**src/rtl/ghostbus_host_pkg.sv**
```systemverilog
`default_nettype none
// +----------------------------------------------------------------------+
// | Package : ghostbus_host_pkg                                          |
// | Brief   : FSM state encoding and read-latency range check shared by  |
// |           the ghostbus host sequencer.                               |
// | Rev     : 1.0  initial release                                       |
// +----------------------------------------------------------------------+
package ghostbus_host_pkg;

  // State encodings, two bits wide
  localparam logic [1:0] ST_IDLE  = 2'd0;
  localparam logic [1:0] ST_ISSUE = 2'd1;
  localparam logic [1:0] ST_WAIT  = 2'd2;
  localparam logic [1:0] ST_RESP  = 2'd3;

  typedef enum logic [1:0] {
    S_IDLE  = ST_IDLE,
    S_ISSUE = ST_ISSUE,
    S_WAIT  = ST_WAIT,
    S_RESP  = ST_RESP
  } state_e;

  // Read latency must fit the 4-bit wait counter and be at least one cycle
  localparam int unsigned RL_MIN = 1;
  localparam int unsigned RL_MAX = 15;

  function automatic bit rl_legal(input int unsigned rl);
    return (rl >= RL_MIN) && (rl <= RL_MAX);
  endfunction

endpackage : ghostbus_host_pkg
`default_nettype wire

```
**src/rtl/ghostbus_host_seq.sv**
```systemverilog
`default_nettype none
// +----------------------------------------------------------------------+
// | Module  : ghostbus_host_seq                                          |
// | Brief   : Host end of the ghostbus. Converts valid/ready requests    |
// |           into one-cycle gb_we/gb_re strobes, captures read data a   |
// |           fixed RL cycles after gb_re and returns one response per   |
// |           beat on a valid/ready stream. At most one beat in flight.  |
// | Options : GHOSTBUS_HOST_BURST_EN - reads issue req_len+1 beats with  |
// |           incrementing (wrapping) address; rsp_last on final beat.   |
// | Rev     : 1.0  initial release                                       |
// +----------------------------------------------------------------------+
module ghostbus_host_seq
  import ghostbus_host_pkg::*;
#(
  parameter int unsigned AW = 24,
  parameter int unsigned DW = 32,
  parameter int unsigned RL = 2,
  parameter int unsigned LW = 8
) (
  input  logic          clk,
  input  logic          rst,
  input  logic          req_valid,
  output logic          req_ready,
  input  logic          req_we,
  input  logic [AW-1:0] req_addr,
  input  logic [DW-1:0] req_wdata,
  input  logic [LW-1:0] req_len,
  output logic          rsp_valid,
  input  logic          rsp_ready,
  output logic          rsp_we,
  output logic [DW-1:0] rsp_rdata,
  output logic          rsp_last,
  output logic [AW-1:0] gb_addr,
  output logic [DW-1:0] gb_wdata,
  output logic          gb_we,
  output logic          gb_re,
  input  logic [DW-1:0] gb_rdata,
  output logic          busy
);

  // Reject an out-of-range read latency at elaboration
  if (!rl_legal(RL)) begin : g_rl_check
    $error("ghostbus_host_seq: RL must be within 1..15");
  end

  localparam logic [3:0] RL_LOAD = 4'(RL);

  state_e          state_q;
  logic            req_ready_q;
  logic            we_q;
  logic [3:0]      cnt_q;
  logic            rsp_valid_q;
  logic            rsp_we_q;
  logic [DW-1:0]   rsp_rdata_q;
  logic            rsp_last_q;
  logic [AW-1:0]   gb_addr_q;
  logic [DW-1:0]   gb_wdata_q;
  logic            gb_we_q;
  logic            gb_re_q;
  logic            busy_q;

`ifdef GHOSTBUS_HOST_BURST_EN
  // Remaining beats after the current one
  logic [LW-1:0]   beats_q;
`else
  logic            w_unused_len;
  assign w_unused_len = ^req_len;
`endif

  // Sequencer FSM: all outputs registered, strobes only ever leave IDLE/RESP into ISSUE
  always_ff @(posedge clk) begin
    if (rst) begin
      state_q     <= S_IDLE;
      req_ready_q <= 1'b0;
      we_q        <= 1'b0;
      cnt_q       <= 4'd0;
      rsp_valid_q <= 1'b0;
      rsp_we_q    <= 1'b0;
      rsp_rdata_q <= '0;
      rsp_last_q  <= 1'b0;
      gb_addr_q   <= '0;
      gb_wdata_q  <= '0;
      gb_we_q     <= 1'b0;
      gb_re_q     <= 1'b0;
      busy_q      <= 1'b0;
`ifdef GHOSTBUS_HOST_BURST_EN
      beats_q     <= '0;
`endif
    end else begin
      // Strobes are single-cycle by default
      gb_we_q <= 1'b0;
      gb_re_q <= 1'b0;
      case (state_q)
        S_IDLE: begin
          req_ready_q <= 1'b1;
          if (req_valid && req_ready_q) begin
            we_q        <= req_we;
            gb_addr_q   <= req_addr;
            gb_wdata_q  <= req_wdata;
            gb_we_q     <= req_we;
            gb_re_q     <= !req_we;
            req_ready_q <= 1'b0;
            busy_q      <= 1'b1;
            state_q     <= S_ISSUE;
`ifdef GHOSTBUS_HOST_BURST_EN
            // Writes are always a single beat
            beats_q     <= req_we ? '0 : req_len;
`endif
          end
        end

        S_ISSUE: begin
          if (we_q) begin
            // Write completes immediately; response carries no data
            rsp_valid_q <= 1'b1;
            rsp_we_q    <= 1'b1;
            rsp_rdata_q <= '0;
            rsp_last_q  <= 1'b1;
            state_q     <= S_RESP;
          end else begin
            cnt_q   <= RL_LOAD;
            state_q <= S_WAIT;
          end
        end

        S_WAIT: begin
          // cnt_q==1 marks the cycle RL cycles after the gb_re cycle
          if (cnt_q == 4'd1) begin
            rsp_valid_q <= 1'b1;
            rsp_we_q    <= 1'b0;
            rsp_rdata_q <= gb_rdata;
`ifdef GHOSTBUS_HOST_BURST_EN
            rsp_last_q  <= (beats_q == '0);
`else
            rsp_last_q  <= 1'b1;
`endif
            state_q     <= S_RESP;
          end else begin
            cnt_q <= cnt_q - 4'd1;
          end
        end

        S_RESP: begin
          // Next beat is only issued once this response has been taken
          if (rsp_ready) begin
            rsp_valid_q <= 1'b0;
            if (!rsp_last_q) begin
              gb_re_q   <= 1'b1;
              gb_addr_q <= gb_addr_q + AW'(1);
`ifdef GHOSTBUS_HOST_BURST_EN
              beats_q   <= beats_q - LW'(1);
`endif
              state_q   <= S_ISSUE;
            end else begin
              req_ready_q <= 1'b1;
              busy_q      <= 1'b0;
              state_q     <= S_IDLE;
            end
          end
        end

        default: begin
          state_q <= S_IDLE;
        end
      endcase
    end
  end

  assign req_ready = req_ready_q;
  assign rsp_valid = rsp_valid_q;
  assign rsp_we    = rsp_we_q;
  assign rsp_rdata = rsp_rdata_q;
  assign rsp_last  = rsp_last_q;
  assign gb_addr   = gb_addr_q;
  assign gb_wdata  = gb_wdata_q;
  assign gb_we     = gb_we_q;
  assign gb_re     = gb_re_q;
  assign busy      = busy_q;

endmodule : ghostbus_host_seq
`default_nettype wire

```
**config.mk**
```make
export PLATFORM = sky130hd
export DESIGN_NAME = ghostbus_host_seq
export DESIGN_NICKNAME = d
export VERILOG_FILES = /design/src/rtl/ghostbus_host_pkg.sv /design/src/rtl/ghostbus_host_seq.sv
export SDC_FILE = /design/constraint.sdc
export NUM_CORES = 1
export LEC_CHECK = 0
export ABC_AREA = 1
export CAP_MARGIN = 15
export CORE_ASPECT_RATIO = 1.75
export CORE_UTILIZATION = 25
export CTS_CLUSTER_SIZE = 24
export DETAILED_ROUTE_END_ITERATION = 10
export GPL_ROUTABILITY_DRIVEN = 0
export HOLD_SLACK_MARGIN = 0.12
export SLEW_MARGIN = 40
export SYNTH_ARGS = -nofsm -noshare
export SYNTH_HDL_FRONTEND = slang
export SYNTH_SLANG_ARGS = --single-unit
```
**constraint.sdc**
```tcl
create_clock -name clk -period 1.9 [get_ports clk]
set_input_delay 0.19 -clock clk [delete_from_list [all_inputs] [get_ports clk]]
set_output_delay 0.19 -clock clk [all_outputs]
set_load 0.005 [all_outputs]
```
==> impl_results.md, run 1 <==
- Worst-Skew Late Latency: 0.34 ns
- RSZ-0062 raised after global routing: no
- Endpoints failing setup: 0
- Fin Setup TNS: 0 ns
- Nets: 959
- Post-route clock period utilization: 92.1%
- CTS HTree Levels: 3
- Initial core utilization: 25.7%
- Number of synthesized register bits: 102
- Number of antenna diodes: 0
- Die area: 19,300 um^2
- R2R Path End: gb_addr[11]$_SDFFE_PP0P_
- Remaining Overflow, GRT: 0
- R2R cell count: 10
- CTS tree: yes
- Detailed placer's ending HPWL: 11,200 um
- Cts bufs inserted: 9
- Via count: 5,043
- Largest cells by area after synthesis: dfxtp_1 (44%), nand2_1 (14%), a21oi_1 (11%), nand3_1 (8.9%), nor2_1 (4.8%)
- Lkg Pwr: 2.51 nW
- Mean Syn Cell Area: 6.94 um^2
- Core area: 18,200 um^2
- Total power draw: 8.73 mW
- WP data arrival: 2.02 ns
- Largest net degree at the start of global routing: 87
- CP Launch Type: flop
- Minimum clock period: 1.75 ns
- Initial DRT Pass Iterations: 4
- Final Hold Vio Count: 0
- Critical Path RT: 2.17 ns
- Die width: 105 um
- Sequential cell area: 2040 um^2
- WL per Instance: 14.5 um
- Clock transition at path regs: 0.07 ns
- Worst hold path type: input pin to flop
- GR Util All Layers: 16.1%
- Worst path depth: 10
- Crit path buf inv count: 3
- Crit path kind: flop to flop
- Yosys cell types: 34
- CTS root buf: clkbuf_16
- Maxcap violations: 0
- Vias in the first global route: 4,868
- Family with the most delay on the worst path: flip-flops
- PortBufs: 187
- Peak VDD IR: 0.544 mV
- Hold endpoint: gb_addr[18]$_SDFFE_PP0P_
- Max Root-Sink Buffers: 2
- Ys flop type: dfxtp_1
- Syn Inst Count: 674
- First-pass GRT wire length: 24,600 um
- Worst R2R Setup Slack: 0.15 ns
- Fillcell total: 1,923
- Crit-path cells: ha_1 -> inv_6 -> nor2_4 -> inv_2 -> a21oi_4 -> buf_4 -> o21ai_0 -> nor2_1 -> o21ai_0 -> nor2_1
- DRC viols: 0
- DR iter-0 viols: 228
- Status: finished, final reports clean
- Commonest non-fill, non-tap cell in the layout: clkdlybuf4s50_1
- Hold_buf cts: 0
- Syn nets: 783
- Area leader, netlist: dfxtp_1
- Register area share after synthesis: 43.6%
- Largest fanout on the critical path: 16
- Setup Skew: 0.0115 ns
- Post-Route WL: 15,700 um
- FMAX: 571 MHz
- Synth top area share: 43.6%
- Routed Antenna Nets: 0
- Crit path capture type: flop
- Multi-input gate area: 2320 um^2
- Launching point of the worst reg2reg path: state_q[0]$_SDFFE_PP0P_
- Pwr Density: 1220 nW/um^2
- Hold Path Cell Cnt: 3
- Via/cell ratio: 4.64
- Yosys warns: 0
- Commonest non-fill, non-tap cells in the layout: clkdlybuf4s50_1 (186), nand2_1 (180), dfxtp_1 (102), a21oi_1 (99), nand3_1 (83)
- Synthesized area: 4680 um^2
- CP max-delay cell: dfxtp_1
- Worst slew pin tran: 0.473 ns
- # clock sinks: 102
- Relative slew slack: 68.4%
- Ports: 196
- Post-synth EDFFs: 0
- Synth async-reset ratio: 0%
- Critical Path Max Stage Delay: 0.39 ns
- Share of cells above drive strength 1: 5.98%
- Worst Hold Launch: rst
- Die Ht: 183 um
- Final-report max-slew violation count: 0
- Initial antenna violation count: 0
- # rows: 65
- P&R area growth vs syn: 53.2%
-- area by class of cell --
class / count / area share (%)
Multi-Input combinational cell: 493 / 32.3
Timing Repair Buffer: 206 / 28.7
Sequential cell: 102 / 28.5
Tap cell: 234 / 4.08
Clock buffer: 9 / 3.14
Inverter: 38 / 2.09
Clock inverter: 5 / 1.19
-- how the worst max path moves through the flow --
stage | start | slack (ns) | endpoint
after floorplan | state_q[0]$_SDFFE_PP0P_ | 0.32 | gb_addr[5]$_SDFFE_PP0P_
after global routing | state_q[0]$_SDFFE_PP0P_ | 0.007 | rsp_rdata[7]$_SDFFE_PP0P_
final | state_q[0]$_SDFFE_PP0P_ | 0.15 | gb_addr[11]$_SDFFE_PP0P_
after CTS | state_q[0]$_SDFFE_PP0P_ | 0.12 | gb_addr[10]$_SDFFE_PP0P_
after detailed placement | state_q[0]$_SDFFE_PP0P_ | 0.13 | gb_addr[10]$_SDFFE_PP0P_
after global placement | req_valid | 0.16 | gb_addr[6]$_SDFFE_PP0P_
-- layer usage --
metal	vias to the layer above	part of all wire, %	wire [um]	track usage, %
li1	2556	-	-	-
met1	2287	40	6290	17.8
met2	177	51	8030	29.3
met3	23	6.1	967	3.73
met4	0	2.9	459	6.82
met5	-	0	0	0
-- kinds of logic (layout without fill, tap and decap cells) --
kind of cell,count (synthesis),in the layout,share of synthesized area (%)
AOI/OAI and AO/OA,143,143,16.2
and+or+nand+nor,339,339,30.4
xor gates and xnor gates,3,3,0.562
buffers and inverters,79,258,7.09
adders and majority gates,8,8,2.14
DFF,102,102,43.6
-- cell usage after synthesis (3+ instances only) --
cell type  count
nor3_1         6
nor2_2         3
o21ai_0       31
a21oi_1       99
clkbuf_1      29
buf_2          9
inv_2          4
nor2_1        60
inv_1         32
dfxtp_1      102
nand2_1      180
nand3_1       83
ha_1           8
-- power by group --
part | switching, mW | total [mW] | internal [mW]
Clock | 0.847 | 2.00 | 1.15
Sequential | 0.423 | 3.05 | 2.63
Combinational | 1.93 | 3.69 | 1.76
-- stage by stage --
step / area (um^2) / std cells / hold slack (ns) / setup WS (ns) / utilization [%]
finish: 7170 / 1087 / 0.396 / 0.150 / 39.3
global route: 7170 / 1087 / 0.398 / 0.00661 / 39.3
CTS: 7150 / 1087 / 0.387 / 0.116 / 39.2
detailed placement: 6840 / 1073 / 0.454 / 0.126 / 37.5
floorplan: 4680 / 674 / 0.329 / 0.316 / -
global placement: 6840 / 1073 / 0.447 / 0.160 / 37.5
-- timing repair --
item,CTS,global route
gates resized for setup,0,7
hold endpoints to repair,0,0
endpoints found under the setup margin,0,27
setup buffers,0,0
-- tightest hold or removal path: stages --
cell,delay (ns)
buf_2,0.12
buf_12,0.23
a21oi_1,0.15
-- state kept, by name, indices dropped and copies added, names as in the netlist --
| register | cells |
|---|---|
| gb_we | 1 |
| rsp_valid | 1 |
| state_q | 2 |
| req_ready | 1 |
| gb_addr | 24 |
| cnt_q | 4 |
| busy | 1 |
| we_q | 1 |
| rsp_rdata | 32 |
| rsp_last | 1 |
| rsp_we | 1 |
| gb_re | 1 |
| gb_wdata | 32 |
Power figures use the tool's default switching activity.
==> run 2, diff against run 1 <==
==> constraint.sdc (replaced) <==
create_clock -name clk -period 1.7 [get_ports clk]
set_input_delay 0.17 -clock clk [delete_from_list [all_inputs] [get_ports clk]]
set_output_delay 0.17 -clock clk [all_outputs]
set_load 0.005 [all_outputs]
==> impl_results.md, run 2 (same netlist as run 1, synthesis figures left out) <==
- Crit path capture type: flop
- Post-Route WL: 16,200 um
- Ports: 196
- CTS tree: yes
- Worst-Skew Late Latency: 0.35 ns
- Placement Setup Slack: -0.0544 ns
- Die area: 19,300 um^2
- Gate power share: 46.2%
- Switch share: 37.7%
- Fillcell total: 1,903
- Via count: 5,085
- Via/cell ratio: 4.60
- RSZ-0062 raised after global routing: yes
- DP Area: 6940 um^2
- Cts bufs inserted: 9
- Initial core utilization: 25.7%
- DRC viols: 0
- WL per Instance: 14.7 um
- CTS HTree Levels: 3
- Nets: 976
- # rows: 65
- PortBufs: 187
- Internal: 6.26 mW
- Die width: 105 um
- Fin Setup TNS: 0 ns
- Core area: 18,200 um^2
- Worst hold path type: input pin to flop
- Largest net degree at the start of global routing: 87
- CTS root buf: clkbuf_16
- Total power draw: 10.1 mW
- GR Util All Layers: 16.4%
- Proportion of power drawn by the clock network: 19.9%
- CP Launch Type: flop
- Share of cells above drive strength 1: 9.76%
- Max Root-Sink Buffers: 2
- WP data arrival: 1.85 ns
- Hold Path Cell Cnt: 3
- FMAX: 612 MHz
- Fin worst setup slack: 0.0656 ns
- Vias in the first global route: 4,860
- Pwr Density: 1360 nW/um^2
- Initial antenna violation count: 0
- Critical Path RT: 1.92 ns
- First-pass GRT wire length: 24,900 um
- Commonest non-fill, non-tap cells in the layout: clkdlybuf4s50_1 (186), nand2_1 (177), dfxtp_1 (99), a21oi_1 (98), nand3_1 (83)
- Lkg Pwr: 2.61 nW
- Setup Skew: 0.00970 ns
- Seq pwr share: 33.9%
- Endpoints failing setup: 0
- Final-report max-slew violation count: 0
- Final Hold Vio Count: 0
- Die Ht: 183 um
- Hold_buf cts: 0
- Largest fanout on the critical path: 13
- Detailed placer's ending HPWL: 11,400 um
- Number of antenna diodes: 0
- Routed Antenna Nets: 0
- Final instance area: 7420 um^2
- R2R cell count: 9
- Crit path kind: flop to flop
- Net Sw Power: 3.79 mW
- Maxcap violations: 0
- Post-route clock period utilization: 96.1%
- P&R area growth vs syn: 58.6%
- Clock transition at path regs: 0.08 ns
- Initial DRT Pass Iterations: 4
- DR iter-0 viols: 190
- Peak VDD IR: 0.686 mV
- # clock sinks: 102
- Remaining Overflow, GRT: 0
- Worst slew pin tran: 0.488 ns
- Status: finished, final reports clean
- Minimum clock period: 1.63 ns
- Relative slew slack: 67.5%
- Commonest non-fill, non-tap cell in the layout: clkdlybuf4s50_1
[run 2: cell types whose count changed in the layout (fill, tap and decap cells not counted), sizes merged]
cell,delta
buf,+16
bufinv,-2
clkbuf,+2
clkinv,+1
clkinvlp,+1
[run 2: what timing repair did]
item / in CTS / in global routing
setup endpoints to repair: 3 / 65
gates cloned: 0 / 2
resized for setup: 2 / 39
setup buffers: 0 / 4
pin swaps: 0 / 4
[run 2: path summary, 6_finish.rpt]
path	from	endpoint	slack, ns
worst max-delay path	state_q[0]$_SDFFE_PP0P_	gb_addr[12]$_SDFFE_PP0P_	0.07
worst max register to register	state_q[0]$_SDFFE_PP0P_	gb_addr[12]$_SDFFE_PP0P_	0.07
worst min register to register	rsp_rdata[24]$_SDFFE_PP0P_	rsp_rdata[24]$_SDFFE_PP0P_	0.46
worst min-delay path	rst	gb_addr[18]$_SDFFE_PP0P_	0.37
[run 2: through the flow]
| step | cells | hold WS, ns | util [%] |
|---|---|---|---|
| 3_5_place_dp | 1084 | 0.451 | 38.1 |
| 3_3_place_gp | 1084 | 0.446 | 38.1 |
| 4_1_cts | 1099 | 0.370 | 39.6 |
| 2_1_floorplan | 674 | 0.309 | - |
| 6_report | 1105 | 0.366 | 40.7 |
| 5_1_grt | 1105 | 0.392 | 40.7 |
[run 2: cell type report]
class	count	area, um^2	area share (%)
Multi-Input combinational cell	493	2410	32.4
Timing Repair Buffer	223	2240	30.1
Sequential cell	102	2050	27.6
Tap cell	234	293	3.95
Clock buffer	10	229	3.09
Inverter	38	159	2.14
Clock inverter	5	45.0	0.607
[run 2: power groups by stage]
| stage | Clock (mW) | Sequential [mW] | Combinational [mW] |
|---|---|---|---|
| 6_report | 2.00 | 3.41 | 4.65 |
| 5_1_grt | 2.16 | 3.50 | 5.14 |
| 4_1_cts | 2.06 | 3.38 | 4.35 |
| 3_5_place_dp | 0 | 3.43 | 4.32 |
| 3_3_place_gp | 0 | 3.42 | 4.30 |
| 2_1_floorplan | 0 | 3.42 | 2.10 |
[run 2: critical path: stages, from the launching register on]
cell and delay, ns:
dfxtp_4 0.39, clkinvlp_4 0.15, ha_4 0.20, nand2_2 0.07, nand2_2 0.06, a21oi_4 0.20
buf_6 0.19, o21ai_0 0.10, nand2_1 0.07, a21oi_1 0.07
[run 2: layer usage]
layer	global-route usage, %	wire, um	vias up
li1	-	-	2596
met1	17.4	6330	2305
met2	31.1	8490	168
met3	3.94	1060	16
met4	5.86	352	0
met5	0	0	-
